===== src/rtl/vga_ctrl.sv =====
// vga_ctrl: 640x480@60Hz monochrome VGA timing and scan-out engine.
//
// Reads the frame memory over a synchronous read port (data valid one clock
// after the address) and expands each 32-bit word into 32 one-bit pixels,
// driven as 12-bit RGB. Everything runs on the pixel clock.
//
// Ports
//   clock        in   1   pixel clock (25 MHz nominal)
//   reset_n      in   1   asynchronous active-low reset
//   address_b    out  14  frame-memory word address (combinational from counters)
//   q_b          in   32  frame-memory read data, valid 1 clk after address_b
//   vga_hsync    out  1   horizontal sync, active low
//   vga_vsync    out  1   vertical sync, active low
//   vga_r/g/b    out  4   colour outputs, 0 outside the visible area
//   frame_start  out  1   one-clock pulse aligned with output pixel (0,0)
//   pattern_sel  in   1   only with VGA_CTRL_PATTERN_EN: 1 selects a 16x16
//                         checkerboard instead of memory data
//
// Optional feature macro: VGA_CTRL_PATTERN_EN.
//
// Pipeline: stage 0 = counters + address, stage 1 = memory data arrives with
// delayed control, stage 2 = output registers. All outputs have a fixed
// two-clock latency relative to the counters, so they stay mutually aligned.
module vga_ctrl #(
  parameter int          H_VISIBLE = 640,
  parameter int          H_FP      = 16,
  parameter int          H_SYNC    = 96,
  parameter int          H_BP      = 48,
  parameter int          V_VISIBLE = 480,
  parameter int          V_FP      = 10,
  parameter int          V_SYNC    = 2,
  parameter int          V_BP      = 33,
  parameter logic [11:0] FG_COLOR  = 12'hFFF,
  parameter logic [11:0] BG_COLOR  = 12'h000
) (
  input  logic        clock,
  input  logic        reset_n,
  output logic [13:0] address_b,
  input  logic [31:0] q_b,
  output logic        vga_hsync,
  output logic        vga_vsync,
  output logic [3:0]  vga_r,
  output logic [3:0]  vga_g,
  output logic [3:0]  vga_b,
  output logic        frame_start
`ifdef VGA_CTRL_PATTERN_EN
  ,
  input  logic        pattern_sel
`endif
);

  localparam int H_TOTAL = H_VISIBLE + H_FP + H_SYNC + H_BP;
  localparam int V_TOTAL = V_VISIBLE + V_FP + V_SYNC + V_BP;

  localparam logic [13:0] WORDS_PER_LINE = 14'(H_VISIBLE / 32);
  localparam logic [9:0]  H_LAST   = 10'(H_TOTAL - 1);
  localparam logic [9:0]  V_LAST   = 10'(V_TOTAL - 1);
  localparam logic [9:0]  H_VIS    = 10'(H_VISIBLE);
  localparam logic [9:0]  V_VIS    = 10'(V_VISIBLE);
  localparam logic [9:0]  HS_FIRST = 10'(H_VISIBLE + H_FP);
  localparam logic [9:0]  HS_LAST  = 10'(H_VISIBLE + H_FP + H_SYNC - 1);
  localparam logic [9:0]  VS_FIRST = 10'(V_VISIBLE + V_FP);
  localparam logic [9:0]  VS_LAST  = 10'(V_VISIBLE + V_FP + V_SYNC - 1);

  // ---------------- stage 0: counters ----------------
  logic [9:0]  h_cnt_q, h_cnt_d;
  logic [9:0]  v_cnt_q, v_cnt_d;
  logic [13:0] line_base_q, line_base_d;
  logic        h_wrap, v_wrap;

  always_comb begin
    h_wrap      = (h_cnt_q == H_LAST);
    v_wrap      = (v_cnt_q == V_LAST);
    h_cnt_d     = h_wrap ? 10'd0 : h_cnt_q + 10'd1;
    v_cnt_d     = v_cnt_q;
    line_base_d = line_base_q;
    if (h_wrap) begin
      if (v_wrap) begin
        v_cnt_d     = 10'd0;
        line_base_d = 14'd0;
      end else begin
        v_cnt_d = v_cnt_q + 10'd1;
        // Row start address advances by accumulation, so no multiplier.
        if (v_cnt_q < V_VIS) line_base_d = line_base_q + WORDS_PER_LINE;
      end
    end
  end

  always_ff @(posedge clock or negedge reset_n) begin
    if (!reset_n) begin
      h_cnt_q     <= 10'd0;
      v_cnt_q     <= 10'd0;
      line_base_q <= 14'd0;
    end else begin
      h_cnt_q     <= h_cnt_d;
      v_cnt_q     <= v_cnt_d;
      line_base_q <= line_base_d;
    end
  end

  // ---------------- stage 0: decode ----------------
  logic visible_0, hsync_0, vsync_0, frame_0, pattern_0, checker_0;

  always_comb begin
    visible_0 = (h_cnt_q < H_VIS) && (v_cnt_q < V_VIS);
    hsync_0   = !((h_cnt_q >= HS_FIRST) && (h_cnt_q <= HS_LAST));
    vsync_0   = !((v_cnt_q >= VS_FIRST) && (v_cnt_q <= VS_LAST));
    frame_0   = (h_cnt_q == 10'd0) && (v_cnt_q == 10'd0);
    checker_0 = h_cnt_q[4] ^ v_cnt_q[4];
`ifdef VGA_CTRL_PATTERN_EN
    pattern_0 = pattern_sel;
`else
    pattern_0 = 1'b0;
`endif
    // Blanking parks the address at 0; the returned data is then ignored.
    address_b = visible_0 ? (line_base_q + {9'd0, h_cnt_q[9:5]}) : 14'd0;
  end

  // ---------------- stage 1: data arrives ----------------
  logic [4:0] h_d1_q;
  logic       visible_d1_q, hsync_d1_q, vsync_d1_q, frame_d1_q;
  logic       pattern_d1_q, checker_d1_q;

  always_ff @(posedge clock or negedge reset_n) begin
    if (!reset_n) begin
      h_d1_q       <= 5'd0;
      visible_d1_q <= 1'b0;
      hsync_d1_q   <= 1'b1;
      vsync_d1_q   <= 1'b1;
      frame_d1_q   <= 1'b0;
      pattern_d1_q <= 1'b0;
      checker_d1_q <= 1'b0;
    end else begin
      h_d1_q       <= h_cnt_q[4:0];
      visible_d1_q <= visible_0;
      hsync_d1_q   <= hsync_0;
      vsync_d1_q   <= vsync_0;
      frame_d1_q   <= frame_0;
      pattern_d1_q <= pattern_0;
      checker_d1_q <= checker_0;
    end
  end

  // ---------------- stage 2: output registers ----------------
  logic        pixel_1;
  logic [11:0] rgb_d, rgb_q;
  logic        hsync_q, vsync_q, frame_q;

  always_comb begin
    // Bit 0 of a word is the leftmost pixel of its 32-pixel group.
    pixel_1 = pattern_d1_q ? checker_d1_q : q_b[h_d1_q];
    rgb_d   = visible_d1_q ? (pixel_1 ? FG_COLOR : BG_COLOR) : 12'h000;
  end

  always_ff @(posedge clock or negedge reset_n) begin
    if (!reset_n) begin
      rgb_q   <= 12'h000;
      hsync_q <= 1'b1;
      vsync_q <= 1'b1;
      frame_q <= 1'b0;
    end else begin
      rgb_q   <= rgb_d;
      hsync_q <= hsync_d1_q;
      vsync_q <= vsync_d1_q;
      frame_q <= frame_d1_q;
    end
  end

  assign vga_r       = rgb_q[11:8];
  assign vga_g       = rgb_q[7:4];
  assign vga_b       = rgb_q[3:0];
  assign vga_hsync   = hsync_q;
  assign vga_vsync   = vsync_q;
  assign frame_start = frame_q;

endmodule

===== config.mk =====
export PLATFORM = sky130hd
export DESIGN_NAME = vga_ctrl
export DESIGN_NICKNAME = d
export VERILOG_FILES = /design/src/rtl/vga_ctrl.sv
export SDC_FILE = /design/constraint.sdc
export NUM_CORES = 1
export LEC_CHECK = 0
export CAP_MARGIN = 15
export CORE_MARGIN = 4
export CORE_UTILIZATION = 50
export DETAILED_ROUTE_END_ITERATION = 7
export GPL_TIMING_DRIVEN = 1
export PLACE_DENSITY = 0.92
export SLEW_MARGIN = 10
export SYNTH_ARGS = -nofsm -noshare
export SYNTH_HDL_FRONTEND = slang
export SYNTH_SLANG_ARGS = --single-unit

===== constraint.sdc =====
create_clock -name clock -period 3.2 [get_ports clock]
set_clock_uncertainty 0.05 [all_clocks]
set_input_delay 0.64 -clock clock [delete_from_list [all_inputs] [get_ports clock]]
set_output_delay 0.64 -clock clock [all_outputs]
set_load 0.005 [all_outputs]

==> qor.yml <==
yosys_warnings: 0
antenna_found_initial: 0
die_y_um: 82.15
internal_power_mw: 0.7946
detail-route-antenna-nets: 0
clockBufferDepth: 2
reg2reg_setup_slack_ps: 610
timing.final.crit_share_pct: 94.03
reg2reg_depth: 5
area_delta_synth_final_pct: 27.22
place.gp.congestion: 0.8627
cp.required_ps: 2510
seq_power_share_pct: 57.0
power_switching_mw: 0.2073
drv_cap: 0
viasPerCell: 6.184
synth_nets: 323
post-dp-hpwl_um: 5016
drt-total-wl_um: 6892
grt_max_degree: 46
firstDrtPassIters: 5
drc: 0
final-hold-violation-count: 0
cp-end-kind: "output port"
ys_types: 51
final_cell_mix: "clkdlybuf4s50_1, dfrtp_1, o21ai_0, a21oi_1"
hp-start: "hsync_d1_q$_DFF_PN1_"
peakVddDrop_mv: 0.1280
finalMaxSlewViolations: 0
outcome: "complete, no violations"
clkPwrFrac_pct: 35.4
die_w_um: 82.15
worstHoldEndpoint: "vga_hsync$_DFF_PN1_"
reg2reg_from: "h_cnt_q[7]$_DFF_PN0_"
cts_root_buf: "clkbuf_8"
core_um2: 5205
avgRoutedWirePerCell_um: 16.93
ys_seq_area_share_pct: 41.15
leakage_nw: 1.466
worst_slew_pin_slew_ps: 1109
htree_levels: 2
drive_gt1_share_pct: 11.28
setup_viol: 0
grt_usage_pct: 22.60
finalCriticalPeriod_ps: 3009
avgSynthCellArea_um2: 9.783
num_io_pins: 63
vias: 2517
worst_hold_path_type: "flop to flop"
cts_hold_buf: 0
antennaDiodeCount: 0
start_kind: "flop"
drtIter0Drc: 318
synthArstFlopShare_pct: 100.0
synth_ff_type: "dfrtp_1"
synth-edff-count: 0
dieArea_um2: 6748
clk_pin_slew_ps: 80
synth_cells: 281
syn_area_um2: 2749
hold_depth: 0
switching_share_pct: 20.69
layout_commonest_cell: "clkdlybuf4s50_1"
fmax_mhz: 332.3
critPathMaxFanout: 17
criticalPathCategory: "flop to output port"
grt_overflow: 0
grt_pass1_wl_um: 11590
cts_buffers: 5
clock_latency_ps: 300
synth-seq-cells: 45
p_per_area_nw_per_um2: 286.5
cts_tree: "built"
io_buffers: 62
rsz0062_at_grt: "no"
start_util_pct: 52.81
cts_sinks: 45
combPwrFrac_pct: 7.6
r2r-end: "line_base_q[11]$_DFFE_PN0P_"
finalSetupTns_ps: 0
p_total_mw: 1.002
rows: 26
final_nets: 379
grt_pass1_vias: 2442
arrival_ps: 2320
relSlewSlack_pct: 25.12
-- power by group through the flow --
| stage | logic [mW] | registers [mW] | clock network, mW |
|---|---|---|---|
| 3_5_place_dp | 0.0769 | 0.582 | 0 |
| 5_1_grt | 0.0830 | 0.571 | 0.390 |
| 2_1_floorplan | 0.0200 | 0.582 | 0 |
| 3_3_place_gp | 0.0745 | 0.582 | 0 |
| 4_1_cts | 0.0776 | 0.571 | 0.363 |
| 6_report | 0.0761 | 0.571 | 0.355 |
-- area by class of cell --
| cell class | instances | area (um^2) |
|---|---|---|
| multi-input combinational | 201 | 1444 |
| timing repair buffer | 74 | 710.7 |
| sequential | 45 | 1131 |
| inverter | 10 | 37.54 |
| clock buffer | 7 | 86.33 |
| fill | 389 | 1708 |
| tap | 70 | 87.58 |
-- through the flow --
stage | setup WS, ps | hold slack, ps | cell area (um^2) | cells | util, %
global route | 45.34 | 310.9 | 3497 | 407 | 67.19
global placement | 252.7 | 285.4 | 3386 | 399 | 65.05
detailed placement | 200.6 | 297.3 | 3386 | 399 | 65.05
finish | 191.0 | 307.8 | 3497 | 407 | 67.19
floorplan | 697.1 | 281.2 | 2749 | 281 | -
CTS | 67.25 | 309.3 | 3487 | 407 | 67.00
-- worst max-delay path by stage --
| stage | from | endpoint | slack [ps] | cells after the start |
|---|---|---|---|---|
| global placement | line_base_q[3]$_DFFE_PN0P_ | address_b[13] | 250 | 7 |
| global route | h_cnt_q[8]$_DFF_PN0_ | address_b[5] | 50 | 5 |
| finish | h_cnt_q[8]$_DFF_PN0_ | address_b[13] | 190 | 7 |
| detailed placement | line_base_q[3]$_DFFE_PN0P_ | address_b[13] | 200 | 7 |
| floorplan | h_cnt_q[8]$_DFF_PN0_ | address_b[9] | 700 | 6 |
| CTS | h_cnt_q[8]$_DFF_PN0_ | address_b[8] | 70 | 7 |
-- critical path, stage by stage, from the launching register on --
cell           delay [ps]
dfrtp_1               430
ha_4                  290
a21o_1                130
a21oi_1                70
buf_4                 190
or4_1                 510
a21oi_1               140
dlygate4sd2_1         250
-- registers in the layout, summed over array words and instances, names as in the netlist --
register / flops
line_base_q: 12
h_cnt_q: 10
v_cnt_q: 10
h_d1_q: 5
frame_d1_q: 1
frame_start: 1
hsync_d1_q: 1
rgb_q: 1
vga_hsync: 1
vga_vsync: 1
visible_d1_q: 1
vsync_d1_q: 1
-- routing by layer --
layer / GRT usage (%) / vias to the layer above / wire (um)
li1: - / 1160 / -
met1: 27.20 / 1209 / 2735
met5: 0 / - / 0
met3: 4.338 / 22 / 408
met2: 40.95 / 126 / 3590
met4: 6.478 / 0 / 157
-- Yosys cell counts (2+ instances only) --
cell      count  area [um^2]
nand2_1      11        41.29
dfstp_2       4        105.1
mux2_2        2        22.52
o21ai_0      21        105.1
or4_1        11        82.58
buf_4        12        90.09
and3_1        4        25.02
a21oi_1      19        95.09
nand4_1       9        56.30
ha_1          8        100.1
inv_1        10        37.54
o211ai_1      3        22.52
o31ai_1      10        75.07
xor2_1        5        43.79
nand3_1      14        70.07
nor4_1        7        43.79
or3_1         7        43.79
nor2b_1       3        18.77
mux2i_1       5        50.05
dfrtp_1      41         1026
and3_2        2        15.01
nor2_1       14        52.55
clkbuf_1      9        33.78
and2_1        3        18.77
xnor2_1      10        87.58
a41oi_1       2        17.52
mux4_2        7        157.7
nand2b_1      2        12.51
nor3_1        4        20.02
-- repair_timing --
action                                  in CTS  in global routing
buffers inserted                             1                  0
endpoints found under the setup margin       6                  4
gates resized for setup                      5                  4
pin swaps                                    0                  0
-- cells by family after synthesis --
kind of cell               count (synthesis)  share of synthesized area (%)
AOI/OAI and AO/OA                         66                          14.70
xor gates and xnor gates                  15                          4.779
adders and majority gates                  8                          3.641
buffers and inverters                     35                          6.782
DFF                                       45                          41.15
muxes                                     14                          8.375
and+or+nand+nor                           98                          20.57
No activity file was read; power rests on OpenSTA's default activity.
==> patch 1 (same flow settings) <==
`rgb_q` no longer has a reset.
--- a/src/rtl/vga_ctrl.sv
+++ b/src/rtl/vga_ctrl.sv
@@ -156,3 +156,2 @@
     if (!reset_n) begin
-      rgb_q   <= 12'h000;
       hsync_q <= 1'b1;
@@ -161,3 +160,2 @@
     end else begin
-      rgb_q   <= rgb_d;
       hsync_q <= hsync_d1_q;
@@ -166,2 +164,6 @@
     end
+  end
+
+  always_ff @(posedge clock) begin
+    rgb_q <= rgb_d;
   end
Behaviour: differs if reset_n is asserted again (counterexample within 4 cycles, from zero or initial values and one cycle with reset_n low); with reset_n held inactive, the same outputs for 10 cycles.
==> patch 1 against the unedited design <==
  * Maximum frequency fell by 3.4%
  * Sequential cell count did not move
  * Worst setup slack got worse by 0.11 ns
  * Wire length rose by 4.0%
  * Area after synthesis fell by 0.91%
  * Power rose by 15%
  * Via count rose by 2.9%
  * Hold slack improved by 0.0012 ns
  * Final area rose by 3.3%
  * Largest power group unchanged
  * Count of clock-buffer cells in the layout fell by 2
  * Die area fell by 0.81%
  * Utilization rose by 2.2 points
==> patch 1: results <==
set metrics [dict create \
    status "finished clean" \
    grt_pass1_wl_um 11490 \
    gr-usage-met1 0.2990 \
    place_worst_setup_slack_ns -0.02233 \
    gp_congestion 0.8517 \
    ir_drop_mv 0.2768 \
    critPathSlowestCell "clkdlybuf4s50_1" \
    dr.first_iter.drc_count 363 \
    vias_per_cell 6.228 \
    crit_end "address_b[12]" \
    grt_max_degree 45 \
    met2_length_um 3528 \
    grt_util_met3 0.03399 \
    syn_nets 322 \
    gr-usage-met2 0.3595 \
    path_max_fanout 6 \
    timing.critical_path.from "line_base_q[3]" \
    clk_share 0.03708 \
    synthArstFlopShare 0.9778 \
    avgSynthCellArea_um2 9.728 \
    r2r_slack_ns 0.56 \
    grt_pass1_vias 2433 \
    ys_types 47 \
    synthXorXnorAreaFrac 0.05145 \
    final_net_count 387 \
    p_leak_nw 1.476 \
]
-- patch 1: changes by cell type in the layout (fill, tap and decap cells not counted), sizes merged, moves of 2 or more --
cell / before / now
clkdlybuf4s50: 53 / 58
nor2: 14 / 17
bufinv: 0 / 2
nand3: 14 / 12
o31ai: 10 / 12
a21oi: 19 / 21
clkbuf: 7 / 5
mux2i: 5 / 3
dlygate4sd2: 4 / 1
dlymetal6s2s: 4 / 2
buf: 13 / 21
o211ai: 3 / 1
and3: 6 / 4
-- patch 1: repair_timing --
item	in CTS	in global routing
setup buffers	2	5
gates cloned	0	1
pin swaps	2	2
resized for setup	3	4
hold endpoints to repair	0	0
endpoints found under the setup margin	9	6
-- patch 1: power groups by stage --
stage	combinational [mW]	clock, mW	sequential, mW
floorplan	0.0214	0	0.582
global placement	0.0767	0	0.582
detailed placement	0.0787	0	0.582
CTS	0.0789	0.513	0.571
global route	0.0837	0.533	0.571
finish	0.0778	0.507	0.571
==> patch 2 (same settings) <==
Made on the original files. Add a define of `VGA_CTRL_PATTERN_EN`.
--- a/src/rtl/vga_ctrl.sv
+++ b/src/rtl/vga_ctrl.sv
@@ -23,2 +23,4 @@
 // two-clock latency relative to the counters, so they stay mutually aligned.
+`define VGA_CTRL_PATTERN_EN
+
 module vga_ctrl #(
Ports: changed (added pattern_sel); port bits go from 63 to 64. The function was not compared with the original's and may differ.
==> patch 2 against the unedited design <==
  * Final area grew 4.9%
  * Non-clock buffer count is the same
  * Worst setup slack lost 0.11 ns
  * Power grew 14%
  * Wire length grew 7.8%
  * Area after synthesis grew 4.6%
  * Synthesized cell count grew 3.2%
  * Sequential cell count grew 2
==> patch 2: results <==
set metrics [dict create \
    status "finished clean" \
    internal_power_uw 915.6 \
    dr.first_iter.drc_count 334 \
    synthTopCellsByArea "dfrtp_1, mux4_2, a21oi_1" \
    grt_use_total 0.2057 \
    combPwrFrac 0.078 \
    drive_above_1_share 0.1354 \
    whs_ns 0.3098 \
    ir_drop_mv 0.1816 \
    critPathSlowestCell "clkdlybuf4s50_1" \
    slowest_delay_ns 0.53 \
    htree_levels 2 \
    syn_inst 290 \
    gr-usage-met1 0.2533 \
    p_leak_nw 1.467 \
    final_net_count 389 \
    timing.critical_path.from "line_base_q[2]" \
    dr.pass1.iters 4 \
    met2_length_um 3782 \
    portBuffers 63 \
    gr-usage-met2 0.3601 \
    worstPathArrival_ns 2.43 \
    post-route-min-period_ns 3.122 \
    r2r_slack_ns 0.79 \
    syn_nets 333 \
    slew_headroom 0.3257 \
    vias_per_cell 6.146 \
    crit_end "address_b[6]" \
    met3_length_um 490 \
    pwr.group.clock_uw 456 \
    drt-met1-wl_um 2973 \
    yosys-top-cells-count "dfrtp_1, a21oi_1, nor2_1, o21ai_0, nand4_1" \
    grt_pass1_vias 2462 \
    worstReg2RegEnd "line_base_q[13]" \
    wl_per_cell_um 17.73 \
    grt_util_met3 0.04344 \
    grt_max_degree 48 \
    ys_types 52 \
    dp.cells 405 \
]
-- patch 2: changes by cell type after synthesis, moves of 3 or more --
cell and delta:
nand4_1 +3, nor2_1 +5, nand3_1 -5, a21oi_1 +4, xor2_1 +3, nor4_1 -4
-- patch 2: worst max-delay path: cells and delay by family (launching register included) --
family                     cells  cell delay, ns
buffers and inverters          2            0.71
DFF                            1            0.45
adders and majority gates      1            0.24
AOI/OAI and AO/OA              4            0.74
-- patch 2: layout make-up --
| cell class | instances | area, um2 |
|---|---|---|
| Inverter | 11 | 41.29 |
| Tap cell | 72 | 90.09 |
| Fill cell | 411 | 1873 |
| Clock buffer | 6 | 82.58 |
| Timing Repair Buffer | 74 | 708.2 |
| Sequential cell | 47 | 1182 |
| Multi-Input combinational cell | 207 | 1524 |
| Clock inverter | 2 | 38.79 |
-- patch 2: what timing repair did --
action | in CTS | in global routing
endpoints found under the setup margin | 9 | 7
setup buffers | 2 | 3
cloned | 0 | 1
resized for setup | 4 | 7
pin swaps | 1 | 3
-- patch 2: cell families (layout without fill, tap and decap cells) --
family          Yosys count  after routing  synth area share
compound gates           70             71            0.1515
xor+xnor                 16             16           0.04876
mux                      12             12           0.06879
flops                    47             47            0.4110
buf+inv                  37             93           0.07619
simple gates            100            100            0.2090
fa+ha+maj                 8              8           0.03483
-- patch 2: stage by stage --
stage / power (mW) / util / instance area [um2] / TNS [ns] / setup WS [ns]
after floorplan: 0.6384 / - / 2874 / 0 / 0.7030
after global placement: 0.6975 / 0.6240 / 3457 / 0 / 0.1514
after detailed placement: 0.7019 / 0.6240 / 3457 / 0 / 0.05523
after CTS: 1.157 / 0.6502 / 3602 / 0 / 0.008405
after global routing: 1.187 / 0.6619 / 3667 / -0.06673 / -0.02409
final: 1.144 / 0.6619 / 3667 / 0 / 0.07798
